[src/rtl/seg_scan_ctrl_if.sv]
// seg_scan_ctrl_if: CPU-side write port and board-side display pins of the
// multiplexed seven-segment controller. The CPU (master) drives the data and
// strobes; the controller (slave) drives the active-low anodes and segments.
interface seg_scan_ctrl_if #(
    parameter int NDIG = 4
);
    logic                Cen;
    logic                We;
    logic [4*NDIG-1:0]   Din;
    logic [NDIG-1:0]     DpIn;
    logic [NDIG-1:0]     Anodes;
    logic [7:0]          Seg;

    modport master (
        output Cen, We, Din, DpIn,
        input  Anodes, Seg
    );

    modport slave (
        input  Cen, We, Din, DpIn,
        output Anodes, Seg
    );
endinterface

[src/rtl/seg_scan_ctrl.sv]
// seg_scan_ctrl: N-digit multiplexed seven-segment display controller.
// Free-running prescaler defines one digit slot of P = CLK_HZ/SCAN_HZ cycles;
// the first BLANK_CYC cycles of every slot keep all anodes off to suppress
// ghosting. Anodes and segments are registered and active-low.
// Optional feature: define SEG_LZ_BLANK_EN for leading-zero suppression.
//
//   state | meaning
//   BLANK | cnt < BLANK_CYC, all anodes off, segments dark
//   SHOW  | cnt >= BLANK_CYC, digit dig lit with its decoded nibble
module seg_scan_ctrl #(
    parameter int NDIG      = 4,
    parameter int CLK_HZ    = 100_000_000,
    parameter int SCAN_HZ   = 1000,
    parameter int BLANK_CYC = 16
) (
    input  logic            Clk,
    input  logic            Rst,
    seg_scan_ctrl_if.slave  bus
);
    localparam int P  = CLK_HZ / SCAN_HZ;
    localparam int CW = $clog2(P);
    localparam int DW = (NDIG > 1) ? $clog2(NDIG) : 1;

    typedef enum logic {BLANK = 1'b0, SHOW = 1'b1} state_t;

    state_t              state_q, state_d;
    logic [CW-1:0]       cnt_q, cnt_d;
    logic [DW-1:0]       dig_q, dig_d;
    logic [4*NDIG-1:0]   data_q;
    logic [NDIG-1:0]     dp_q;
    logic [NDIG-1:0]     anodes_q, anodes_d;
    logic [7:0]          seg_q, seg_d;
    logic [3:0]          nib;
    logic                cnt_wrap;

    function automatic logic [6:0] hex7(input logic [3:0] h);
        case (h)
            4'h0: hex7 = 7'b1000000;
            4'h1: hex7 = 7'b1111001;
            4'h2: hex7 = 7'b0100100;
            4'h3: hex7 = 7'b0110000;
            4'h4: hex7 = 7'b0011001;
            4'h5: hex7 = 7'b0010010;
            4'h6: hex7 = 7'b0000010;
            4'h7: hex7 = 7'b1111000;
            4'h8: hex7 = 7'b0000000;
            4'h9: hex7 = 7'b0010000;
            4'hA: hex7 = 7'b0001000;
            4'hB: hex7 = 7'b0000011;
            4'hC: hex7 = 7'b1000110;
            4'hD: hex7 = 7'b0100001;
            4'hE: hex7 = 7'b0000110;
            default: hex7 = 7'b0001110;
        endcase
    endfunction

    assign cnt_wrap = (cnt_q == CW'(P - 1));

    // Prescaler and digit index advance
    always_comb begin
        cnt_d = cnt_wrap ? '0 : cnt_q + 1'b1;
        dig_d = dig_q;
        if (cnt_wrap) begin
            dig_d = (dig_q == DW'(NDIG - 1)) ? '0 : dig_q + 1'b1;
        end
    end

    // CPU write port: loads only when the CPU clock enable qualifies We
    always_ff @(posedge Clk) begin
        if (Rst) begin
            data_q <= '0;
            dp_q   <= '0;
        end else if (bus.We && bus.Cen) begin
            data_q <= bus.Din;
            dp_q   <= bus.DpIn;
        end
    end

    // State, scan counters and output register share one edge
    always_ff @(posedge Clk) begin
        if (Rst) begin
            state_q  <= BLANK;
            cnt_q    <= '0;
            dig_q    <= '0;
            anodes_q <= '1;
            seg_q    <= 8'hFF;
        end else begin
            state_q  <= state_d;
            cnt_q    <= cnt_d;
            dig_q    <= dig_d;
            anodes_q <= anodes_d;
            seg_q    <= seg_d;
        end
    end

    // Next state follows the slot position
    always_comb begin
        state_d = state_q;
        case (state_q)
            BLANK:   if (cnt_q == CW'(BLANK_CYC - 1)) state_d = SHOW;
            SHOW:    if (cnt_wrap) state_d = BLANK;
            default: state_d = BLANK;
        endcase
    end

`ifdef SEG_LZ_BLANK_EN
    logic lz_blank;

    // Digit k > 0 is suppressed when it and every higher nibble are zero
    always_comb begin
        lz_blank = (dig_q != '0) && ((data_q >> {dig_q, 2'b00}) == '0);
    end
`endif

    // Pin values for the next edge, decoded from the current scan state
    always_comb begin
        anodes_d = '1;
        seg_d    = 8'hFF;
        nib      = data_q[{dig_q, 2'b00} +: 4];
        if (state_q == SHOW) begin
            anodes_d[dig_q] = 1'b0;
            seg_d           = {~dp_q[dig_q], hex7(nib)};
`ifdef SEG_LZ_BLANK_EN
            if (lz_blank) begin
                seg_d[6:0] = 7'b1111111;
            end
`endif
        end
    end

    assign bus.Anodes = anodes_q;
    assign bus.Seg    = seg_q;
endmodule

[src/flat_wrapper.sv]
// flat-port wrapper written by rule: the top's interface ports become plain ports
module seg_scan_ctrl_flat 
#(
    parameter int NDIG      = 4,
    parameter int CLK_HZ    = 100_000_000,
    parameter int SCAN_HZ   = 1000,
    parameter int BLANK_CYC = 16
)
  (Clk, Rst, bus_Cen, bus_We, bus_Din, bus_DpIn, bus_Anodes, bus_Seg);
  seg_scan_ctrl_if #(.NDIG(NDIG)) bus_i ();
  input  logic Clk;
  input  logic Rst;
  input wire logic [$bits(bus_i.Cen)-1:0] bus_Cen;
  input wire logic [$bits(bus_i.We)-1:0] bus_We;
  input wire logic [$bits(bus_i.Din)-1:0] bus_Din;
  input wire logic [$bits(bus_i.DpIn)-1:0] bus_DpIn;
  output wire logic [$bits(bus_i.Anodes)-1:0] bus_Anodes;
  output wire logic [$bits(bus_i.Seg)-1:0] bus_Seg;
  assign bus_i.Cen = bus_Cen;
  assign bus_i.We = bus_We;
  assign bus_i.Din = bus_Din;
  assign bus_i.DpIn = bus_DpIn;
  assign bus_Anodes = bus_i.Anodes;
  assign bus_Seg = bus_i.Seg;
  seg_scan_ctrl #(.NDIG(NDIG), .CLK_HZ(CLK_HZ), .SCAN_HZ(SCAN_HZ), .BLANK_CYC(BLANK_CYC)) u_core (.Clk(Clk), .Rst(Rst), .bus(bus_i));
endmodule
[config.mk]
export PLATFORM = sky130hd
export DESIGN_NAME = seg_scan_ctrl_flat
export DESIGN_NICKNAME = d
export VERILOG_FILES = /design/src/rtl/seg_scan_ctrl_if.sv /design/src/rtl/seg_scan_ctrl.sv /design/src/flat_wrapper.sv
export SDC_FILE = /design/constraint.sdc
export NUM_CORES = 1
export LEC_CHECK = 0
export ABC_AREA = 1
export CAP_MARGIN = 40
export CORE_ASPECT_RATIO = 1.25
export CORE_UTILIZATION = 56
export CTS_BUF_LIST = sky130_fd_sc_hd__clkbuf_16
export CTS_CLUSTER_SIZE = 10
export DETAILED_ROUTE_END_ITERATION = 6
export DONT_BUFFER_PORTS = 1
export GPL_TIMING_DRIVEN = 0
export HOLD_SLACK_MARGIN = 0.06
export PLACE_DENSITY = 0.74
export RECOVER_POWER = 50
export SLEW_MARGIN = 20
export SYNTH_ARGS = -nofsm -noshare
export SYNTH_HDL_FRONTEND = slang
export SYNTH_SLANG_ARGS = --single-unit
[constraint.sdc]
create_clock -name Clk -period 1.51 [get_ports Clk]
set_clock_uncertainty 0.1 [all_clocks]
set_input_delay 0.2265 -clock Clk [delete_from_list [all_inputs] [get_ports Clk]]
set_output_delay 0.2265 -clock Clk [all_outputs]
set_load 0.05 [all_outputs]
==> results of run 1 <==
per-layer routing:
| metal | wire [µm] | share of wire [%] |
|---|---|---|
| met1 | 2520 | 39 |
| met2 | 3410 | 53 |
| met3 | 326 | 5.1 |
| met4 | 161 | 2.5 |
| met5 | 0 | 0 |
synth_stat cells (all sizes together):
library cell and instances:
a21oi 13, buf 4, clkbuf 5, clkinv 1, dfxtp 52, ha 11
inv 27, nand2 80, nand3 32, nand3b 2, nand4 10, nor2 77
nor3 2, nor4 1, o21ai 25, o21bai 1, or2 3, xnor2 1
xor2 3
cell type report:
| cell class | instances | area, µm² |
|---|---|---|
| clock inverters | 3 | 38.8 |
| well taps | 56 | 70.1 |
| clock buffers | 5 | 125 |
| flip-flops and latches | 52 | 1050 |
| fillers | 263 | 876 |
| inverters | 28 | 115 |
| multi-input cells | 262 | 1520 |
| repair buffers | 37 | 338 |
| plain buffers | 9 | 65.1 |
cells in the final DEF (no fill, tap or decap), types with 10 or more instances in the layout:
master | Yosys | layout
a21oi_1 | 12 | 12
buf_4 | 1 | 14
dfxtp_1 | 52 | 47
dlygate4sd3_1 | 0 | 21
inv_1 | 23 | 20
nand2_1 | 73 | 63
nand3_1 | 28 | 18
nand3_2 | 4 | 12
nand4_1 | 10 | 10
nor2_1 | 73 | 71
o21ai_0 | 25 | 25
repair_timing:
item	4_1_cts	5_1_grt
gates resized for setup	30	28
setup endpoints to repair	17	27
pin swaps	12	17
endpoints found under the hold margin	21	5
gates cloned	0	1
buffers inserted	13	3
stage by stage:
stage               hold WS, ns  setup WS, ns  setup TNS (ns)  power, mW
floorplan                 0.293      -0.00369        -0.00369       1.62
global placement          0.296        -0.229           -1.17       1.65
detailed placement        0.302        -0.240           -1.60       1.66
CTS                      0.0975       -0.0727          -0.327       2.97
global route             0.0237        -0.187           -1.29       3.12
finish                   0.0157        -0.112          -0.644       3.02
power by group through the flow:
stage | clock (mW) | sequential, mW | combinational, mW
after floorplan | 0 | 1.46 | 0.158
after global placement | 0 | 1.47 | 0.186
after detailed placement | 0 | 1.47 | 0.188
after CTS | 1.27 | 1.43 | 0.271
after global routing | 1.32 | 1.45 | 0.352
final | 1.26 | 1.44 | 0.315
final timing paths:
path	from	end	slack (ns)	cells after the start
setup / recovery	u_core.dig_q[0]	u_core.dig_q[1]	-0.11	9
hold reg to reg	u_core.dp_q[2]	u_core.dp_q[2]	0.37	2
hold / removal	Rst	u_core.bus.Seg[7]	0.02	2
setup reg to reg	u_core.dig_q[0]	u_core.dig_q[1]	-0.11	9
cells by family (layout without fill, tap and decap cells):
| family | Yosys count | after routing | synth area share (%) |
|---|---|---|---|
| AO/OA/AOI/OAI | 39 | 39 | 8.05 |
| XOR/XNOR | 4 | 4 | 1.40 |
| adder cells (fa/ha/maj) | 11 | 11 | 5.50 |
| buffers and inverters | 37 | 82 | 6.35 |
| flip-flops | 52 | 52 | 41.6 |
| AND/OR/NAND/NOR | 207 | 208 | 37.1 |
sequential cells by signal (all words and copies together) (netlist names):
name,count
u_core.cnt_q,17
u_core.data_q,16
u_core.bus.Seg,8
u_core.bus.Anodes,4
u_core.dp_q,4
u_core.dig_q,2
u_core.state_q,1
==> summary.txt, run 1 <==
Drt
  • Pre-antenna DRT Iters: 5
  • Via Count: 2,453
  • Post-DR vias/cell: 5.43
  • Drt initial violations: 135
  • DRC viols: 0
  • Drt wl/cell: 14.2 µm
  • Final WL: 6420 µm
  • Post-DRT Antenna Nets: 0

Global routing
  • GR peak layer: met2
  • Tot GR Track Use: 27.4%
  • Largest net degree at the start of global routing: 16
  • GR Layer Usage met2: 46.7%
  • GR Overflow Total: 0
  • Vias in the first global route: 2,229
  • GR Util met1: 31.8%
  • First-pass GRT wire length: 9800 µm
  • M3 GR Usage: 6.41%
  • Initial antenna violation count: 0

Power and ir drop
  • Max VDD drop: 0.000870 V
  • Switching pwr: 692 µW
  • Clk pwr share: 41.8%
  • Combinational Power Share: 10.4%
  • Pwr dens: 910 nW/µm²
  • LEAKAGE: 1.29 nW
  • Register share of total power: 47.8%
  • Internal: 2.33 mW
  • Sw frac: 22.9%

Worst setup path
  • Crit-path most repeated cell: buf_4
  • Cell Chain, Critical Path: inv_4 > buf_8 > buf_4 > buf_4 > ha_1 > inv_1 > nand4_1 > nand2_1 > nor2_1
  • Crit Path Category: reg -> reg
  • Setup crit start kind: flop
  • Worst setup EP type: flop
  • Worst path max stage delay: 0.39 ns
  • Largest delay contributor family on the critical path: buffers and inverters
  • Worst Path Max Fanout: 6
  • Critical Path AT: 1.71 ns
  • Critical path buffers and inverters: 5
  • Crit-path slowest cell: dfxtp_4
  • Worst Path Required: 1.60 ns

Place
  • Placed instance count: 406
  • Placer Congestion: 0.862
  • Post-DP Area: 2590 µm²
  • Final HPWL DP: 3720 µm
  • PortBufs: 0

Timing
  • Setup ws final: -0.112 ns
  • Slew Limit Fails: 0
  • Fin crit period: 1.62 ns
  • Relative slew margins: 66.8%
  • Tightest Pin Transition: 0.497 ns
  • RSZ-0062 raised after global routing: true
  • Final hold vios: 0
  • Final setup violation count: 8
  • Tcrit/Tclk final: 107%
  • Max Fclk: 0.617 GHz

Synth
  • Area share of the leading cell type in the synthesized netlist: 41.6%
  • Synthesized area per cell: 7.15 µm²
  • Net Count, Synth: 385
  • Post-Syn Instances: 350
  • Mapped Area: 2500 µm²
  • Top area cells in the synthesized netlist: dfxtp_1 42%, nand2_1 11%, nor2_1 11%
  • Post-synth cell types: 30
  • Register area share after synthesis: 41.6%
  • Synthesized flop and latch total: 52
  • Yosys Warn Count: 0
  • Synth area leader: dfxtp_1

Floorplan
  • DIE WIDTH: 61.8 µm
  • Starting Density: 59.7%
  • Placeable Area: 4200 µm²
  • Ports: 36
  • Die area: 4740 µm²
  • Die Ht: 76.8 µm
  • Row count: 26

Cells and area
  • Final instance area: 3320 µm²
  • Final net count: 430
  • Antenna diode count: 0
  • Share of cells above drive strength 1: 22.2%
  • Final Non-Filler Cells: 452
  • Syn-to-layout area delta: 32.6%
  • End-of-flow core utilization: 79.1%

Clocking
  • Clock root buffer: clkbuf_16
  • Worst-Skew Late Latency: 0.29 ns
  • Hold Buf Count CTS: 21
  • TritonCTS buffer count: 5
  • CTS tree: done
  • CTS max path bufs: 2
  • Max H-tree Level: 2
  • CTS sink cnt: 52
  • Reg clk slew, reported paths: 0.07 ns

Run status
  • Status: complete, but fails checks
  • Failing checks: negative setup slack

Worst hold path
  • Hold WC Path Type: in -> reg

Run
  • Max Cap Viol: 0
Power figures use the tool's default switching activity.
==> inputs of run 2 (changes only) <==
--- a/config.mk
+++ b/config.mk
@@ -17,6 +17,7 @@
 export HOLD_SLACK_MARGIN = 0.06
 export PLACE_DENSITY = 0.74
 export RECOVER_POWER = 50
+export SKIP_LAST_GASP = 1
 export SLEW_MARGIN = 20
 export SYNTH_ARGS = -nofsm -noshare
 export SYNTH_HDL_FRONTEND = slang
==> run 2 against run 1 <==
  * The run still ends with negative setup slack left
  * Cell count unchanged
  * Sequential power hardly changed
  * Largest cell class unchanged
  * Setup slack worse by 0.0057 ns
  * Clock power is essentially flat
  * Sequential share of layout area hardly changed
  * Global-route usage stayed put
  * Utilization shrank 0.12 points
  * Wire length rose by 0.53%
  * Critical path depth rose by 1
  * Maximum frequency shrank 0.35%
  * Hold slack about the same
  * Cell area decreased by 0.15%
==> summary.txt, run 2 (same netlist as run 1, synthesis figures left out) <==
Clocking
  • CTS tree: done
  • Max H-tree Level: 2
  • Hold Buf Count CTS: 21
  • CTS max path bufs: 2
  • Reg clk slew, reported paths: 0.07 ns
  • TritonCTS buffer count: 5
  • Worst-Skew Late Latency: 0.29 ns
  • Clock root buffer: clkbuf_16
  • CTS sink cnt: 52

Global routing
  • Vias in the first global route: 2,229
  • Largest net degree at the start of global routing: 16
  • Tot GR Track Use: 27.4%
  • GR Overflow Total: 0
  • First-pass GRT wire length: 9800 µm
  • Initial antenna violation count: 0

Power and ir drop
  • Clk pwr share: 41.7%
  • Pwr dens: 909 nW/µm²
  • Internal: 2.33 mW
  • Register share of total power: 47.9%
  • Combinational Power Share: 10.4%
  • Switching pwr: 685 µW
  • LEAKAGE: 1.29 nW
  • Sw frac: 22.7%
  • Max VDD drop: 0.000867 V

Timing
  • Tcrit/Tclk final: 108%
  • Relative slew margins: 66.8%
  • Slew Limit Fails: 0
  • RSZ-0062 raised after global routing: true
  • Fin crit period: 1.63 ns
  • WHS: 0.0154 ns
  • Max Fclk: 0.614 GHz
  • Setup ws final: -0.118 ns
  • Final hold vios: 0
  • Tightest Pin Transition: 0.497 ns
  • Final setup violation count: 8

Worst setup path
  • Worst setup EP type: flop
  • Worst Setup SP: u_core.dig_q[0]
  • Reg-to-reg endpoint: u_core.bus.Seg[3]
  • Worst Path Max Fanout: 8
  • Critical Path AT: 1.69 ns
  • Worst Path Required: 1.57 ns
  • Setup crit start kind: flop
  • Crit Path Category: reg -> reg
  • Critical Path Sink: u_core.bus.Seg[3]
  • Worst-case reg-to-reg path depth: 10
  • R2r startpoint: u_core.dig_q[0]
  • Reg2Reg Setup Slack: -0.12 ns

Cells and area
  • Max reg flops: 17
  • End-of-flow core utilization: 79.0%
  • Biggest register: u_core.cnt_q
  • Final net count: 430
  • Commonest non-fill, non-tap cell in the layout: nor2_1
  • Antenna diode count: 0
  • Final Non-Filler Cells: 452
  • Syn-to-layout area delta: 32.4%
  • Most frequent cells in the layout: 71 x nor2_1, 63 x nand2_1, 47 x dfxtp_1
  • Final instance area: 3320 µm²
  • Share of cells above drive strength 1: 22.0%

Floorplan
  • Row count: 26
  • Die Ht: 76.8 µm
  • Die area: 4740 µm²
  • Ports: 36
  • Starting Density: 59.7%
  • DIE WIDTH: 61.8 µm
  • Placeable Area: 4200 µm²

Place
  • Worst slack, placed: -0.240 ns
  • Final HPWL DP: 3720 µm
  • Placer Congestion: 0.862
  • Post-DP Area: 2590 µm²
  • Placed instance count: 406
  • PortBufs: 0

Drt
  • Drt initial violations: 166
  • Via Count: 2,433
  • Final WL: 6450 µm
  • DRC viols: 0
  • Pre-antenna DRT Iters: 5
  • Drt wl/cell: 14.3 µm
  • Post-DRT Antenna Nets: 0
  • Post-DR vias/cell: 5.38

Run status
  • Status: complete, but fails checks
  • Failing checks: negative setup slack

Run
  • Max Cap Viol: 0

Worst hold path
  • Hold WC Path Type: in -> reg
[run 2: through the flow]
stage | TNS (ns) | power, mW
2_1_floorplan | -0.00369 | 1.62
3_3_place_gp | -1.17 | 1.65
3_5_place_dp | -1.60 | 1.66
4_1_cts | -0.327 | 2.97
5_1_grt | -1.32 | 3.12
6_report | -0.625 | 3.01
[run 2: repair_timing]
| action | CTS | global route |
|---|---|---|
| buffers inserted | 13 | 3 |
| pin swaps | 12 | 17 |
| setup endpoints to repair | 17 | 27 |
| cloned | 0 | 1 |
| resized for setup | 30 | 27 |
| endpoints found under the hold margin | 21 | 5 |
[run 2: area by class of cell]
| class | count | area (µm²) |
|---|---|---|
| Multi-Input combinational cell | 262 | 1510 |
| Sequential cell | 52 | 1050 |
| Fill cell | 265 | 881 |
| Timing Repair Buffer | 37 | 338 |
| Clock buffer | 5 | 125 |
| Inverter | 28 | 115 |
| Tap cell | 56 | 70.1 |
| Buffer | 9 | 65.1 |
| Clock inverter | 3 | 38.8 |
[run 2: critical path, cell delays in order (launching register included)]
cell and delay [ns]:
dfxtp_4 0.39, buf_8 0.15, nand2_1 0.08, nand3_2 0.08, nand2_4 0.09, buf_4 0.15
ha_2 0.17, nand2_1 0.09, nand3_1 0.07, nand2_1 0.07, nand2_1 0.05
[run 2: worst min-delay path by stage]
stage                startpoint                    to  slack (ns)  depth (start not counted)
finish                      Rst  u_core.bus.Anodes[0]        0.02                          2
global route                Rst  u_core.bus.Anodes[0]        0.03                          2
CTS                         Rst  u_core.bus.Anodes[0]         0.1                          2
detailed placement  bus_DpIn[1]        u_core.dp_q[1]        0.30                          2
global placement    bus_Din[13]     u_core.data_q[13]        0.30                          2
floorplan            bus_Din[0]      u_core.data_q[0]        0.29                          2
[run 2: power by group through the flow]
stage               combinational, mW  sequential [mW]  clock, mW
finish                          0.314             1.44       1.26
global route                    0.351             1.45       1.32
CTS                             0.271             1.43       1.27
detailed placement              0.188             1.47          0
global placement                0.186             1.47          0
floorplan                       0.158             1.46          0
[run 2: layer usage]
metal  share of wire [%]  routed length [µm]  up-vias  global-route usage, %
met5                   0                   0        -                      0
met4                 2.7                 176        0                   10.4
met3                 4.7                 303       18                   6.41
met2                  52                3370       71                   46.7
met1                  40                2600     1128                   31.8
li1                    -                   -     1216                      -
==> inputs of run 3 (changes only) <==
--- a/config.mk
+++ b/config.mk
@@ -15,10 +15,9 @@
 export DONT_BUFFER_PORTS = 1
 export GPL_TIMING_DRIVEN = 0
 export HOLD_SLACK_MARGIN = 0.06
-export PLACE_DENSITY = 0.74
+export PLACE_DENSITY = 0.71
 export RECOVER_POWER = 50
 export SKIP_LAST_GASP = 1
-export SLEW_MARGIN = 20
 export SYNTH_ARGS = -nofsm -noshare
 export SYNTH_HDL_FRONTEND = slang
 export SYNTH_SLANG_ARGS = --single-unit
==> constraint.sdc (replaced) <==
create_clock -name Clk -period 2 [get_ports Clk]
set_clock_uncertainty 0.1 [all_clocks]
set_input_delay 0.3 -clock Clk [delete_from_list [all_inputs] [get_ports Clk]]
set_output_delay 0.3 -clock Clk [all_outputs]
set_load 0.05 [all_outputs]
==> run 3 against run 2 <==
  * The run now ends clean
  * Die area is the same
  * Power shrank 27%
  * Sequential share of layout area grew 6.2 points
  * Sequential power shrank 25%
  * Via count shrank 10%
  * Flip-flop and latch count is the same
  * Maximum frequency shrank 11%
  * First-iteration DRC count shrank 0.60%
  * Clock-buffer cell count is the same
  * Critical path depth grew 1
  * Combinational power shrank 54%
  * Largest cell class unchanged
  * Highest routed layer unchanged
==> summary.txt, run 3 (same netlist as run 1, synthesis figures left out) <==
Floorplan
  • Placeable Area: 4200 µm²
  • Die Ht: 76.8 µm
  • DIE WIDTH: 61.8 µm
  • Starting Density: 59.7%
  • Ports: 36
  • Row count: 26
  • Die area: 4740 µm²

Drt
  • Drt wl/cell: 11.9 µm
  • Drt initial violations: 165
  • DRC viols: 0
  • Post-DR vias/cell: 5.27
  • Final WL: 4920 µm
  • Post-DRT Antenna Nets: 0
  • Via Count: 2,181
  • Pre-antenna DRT Iters: 4

Clocking
  • Reg clk slew, reported paths: 0.07 ns
  • Clock root buffer: clkbuf_16
  • CTS max path bufs: 2
  • Max H-tree Level: 2
  • CTS tree: done
  • Hold Buf Count CTS: 0
  • TritonCTS buffer count: 5
  • Worst-Skew Late Latency: 0.29 ns
  • CTS sink cnt: 52

Global routing
  • Initial antenna violation count: 0
  • Tot GR Track Use: 24.1%
  • Largest net degree at the start of global routing: 17
  • First-pass GRT wire length: 8800 µm
  • Vias in the first global route: 2,047
  • GR Overflow Total: 0

Worst setup path
  • Worst setup EP type: flop
  • Crit Path Category: reg -> reg
  • Worst Path Max Fanout: 11
  • Critical Path AT: 1.89 ns
  • Worst Path Required: 2.05 ns
  • Setup crit start kind: flop

Cells and area
  • Final net count: 392
  • Filler instances: 403
  • Max reg flops: 17
  • Biggest register: u_core.cnt_q
  • Share of cells above drive strength 1: 10.3%
  • End-of-flow core utilization: 65.4%
  • Commonest non-fill, non-tap cell in the layout: nor2_1
  • Syn-to-layout area delta: 9.70%
  • Antenna diode count: 0
  • Most frequent cells in the layout: 73 x nor2_1, 71 x nand2_1, 52 x dfxtp_1

Timing
  • RSZ-0062 raised after global routing: false
  • Slew Limit Fails: 0
  • Max Fclk: 0.545 GHz
  • Relative slew margins: 53.8%
  • WHS: 0.0756 ns
  • Tightest Pin Transition: 0.691 ns
  • Tcrit/Tclk final: 91.8%
  • Fin crit period: 1.84 ns
  • Final setup violation count: 0
  • Final hold vios: 0
  • Setup TNS: 0 ns

Worst hold path
  • Hold WC Path Type: in -> reg

Run
  • Max Cap Viol: 0

Place
  • Placer Congestion: 0.850
  • PortBufs: 0
  • Final HPWL DP: 3710 µm

Power and ir drop
  • LEAKAGE: 1.05 nW
  • Pwr dens: 799 nW/µm²
  • Max VDD drop: 0.000533 V

Run status
  • Status: completed
==> run 3: cell count changes in the layout (fill, tap and decap cells not counted), moves of 3 or more <==
| cell | change |
|---|---|
| nand2_4 | -7 |
| ha_4 | -4 |
| inv_4 | -4 |
| dlygate4sd3_1 | -21 |
| dfxtp_2 | -3 |
| buf_4 | -13 |
| inv_1 | +3 |
| ha_1 | +6 |
| nand3_2 | -7 |
| dfxtp_1 | +5 |
| nand2_1 | +8 |
| nand3_1 | +9 |
==> run 3: worst max-delay path, cell delays in order, from the launching register on <==
cell and delay [ns]:
dfxtp_1 0.42, inv_2 0.07, buf_6 0.14, nand2_1 0.05, nand3_1 0.10, nand2_2 0.15
inv_1 0.10, ha_1 0.22, nand3_1 0.13, nand3_1 0.09, nand2_1 0.07, nand2_1 0.05
==> run 3: path summary, 6_finish.rpt <==
kind / from / endpoint / slack (ns) / cells after the start
setup / recovery: u_core.dig_q[0] / u_core.bus.Seg[3] / 0.16 / 11
hold / removal: bus_Din[11] / u_core.data_q[11] / 0.08 / 2
setup reg to reg: u_core.dig_q[0] / u_core.bus.Seg[3] / 0.16 / 11
hold reg to reg: u_core.dp_q[2] / u_core.dp_q[2] / 0.36 / 2
==> run 3: metrics by stage <==
stage          instance area [µm²]  setup slack, ns  power, mW  cells
2_1_floorplan                 2500            0.369       1.22    350
3_3_place_gp                  2570            0.136       1.25    406
3_5_place_dp                  2570            0.107       1.25    406
4_1_cts                       2740           0.0782       2.21    414
5_1_grt                       2750         0.000881       2.27    414
6_report                      2750            0.165       2.19    414
==> run 3: metal layers <==
| metal | wire [µm] | vias to the layer above | GRT usage (%) | share of wire [%] |
|---|---|---|---|---|
| met3 | 234 | 10 | 4.89 | 4.8 |
| met5 | 0 | - | 0 | 0 |
| met1 | 2200 | 971 | 28.8 | 45 |
| li1 | - | 1140 | - | - |
| met4 | 93 | 0 | 8.67 | 1.9 |
| met2 | 2400 | 60 | 40.9 | 49 |
==> run 3: final cells by class <==
type,count,area (µm²),share of cell area [%]
Multi-Input combinational cell,261,1310,47.7
Sequential cell,52,1040,37.9
Clock buffer,5,125,4.56
Inverter,28,105,3.83
Tap cell,56,70.1,2.55
Buffer,9,53.8,1.96
Clock inverter,3,42.5,1.55
==> run 3: timing repair <==
action / in CTS / in global routing
setup endpoints to repair: 0 / 4
gates resized for setup: 0 / 2
setup buffers: 0 / 0
==> run 3: power by group <==
part / total, mW / leakage [nW] / internal [mW] / switching (mW)
Combinational: 0.146 / 0.548 / 0.0530 / 0.0930
Sequential: 1.08 / 0.424 / 1.07 / 0.0174
Clock: 0.964 / 0.0798 / 0.588 / 0.377
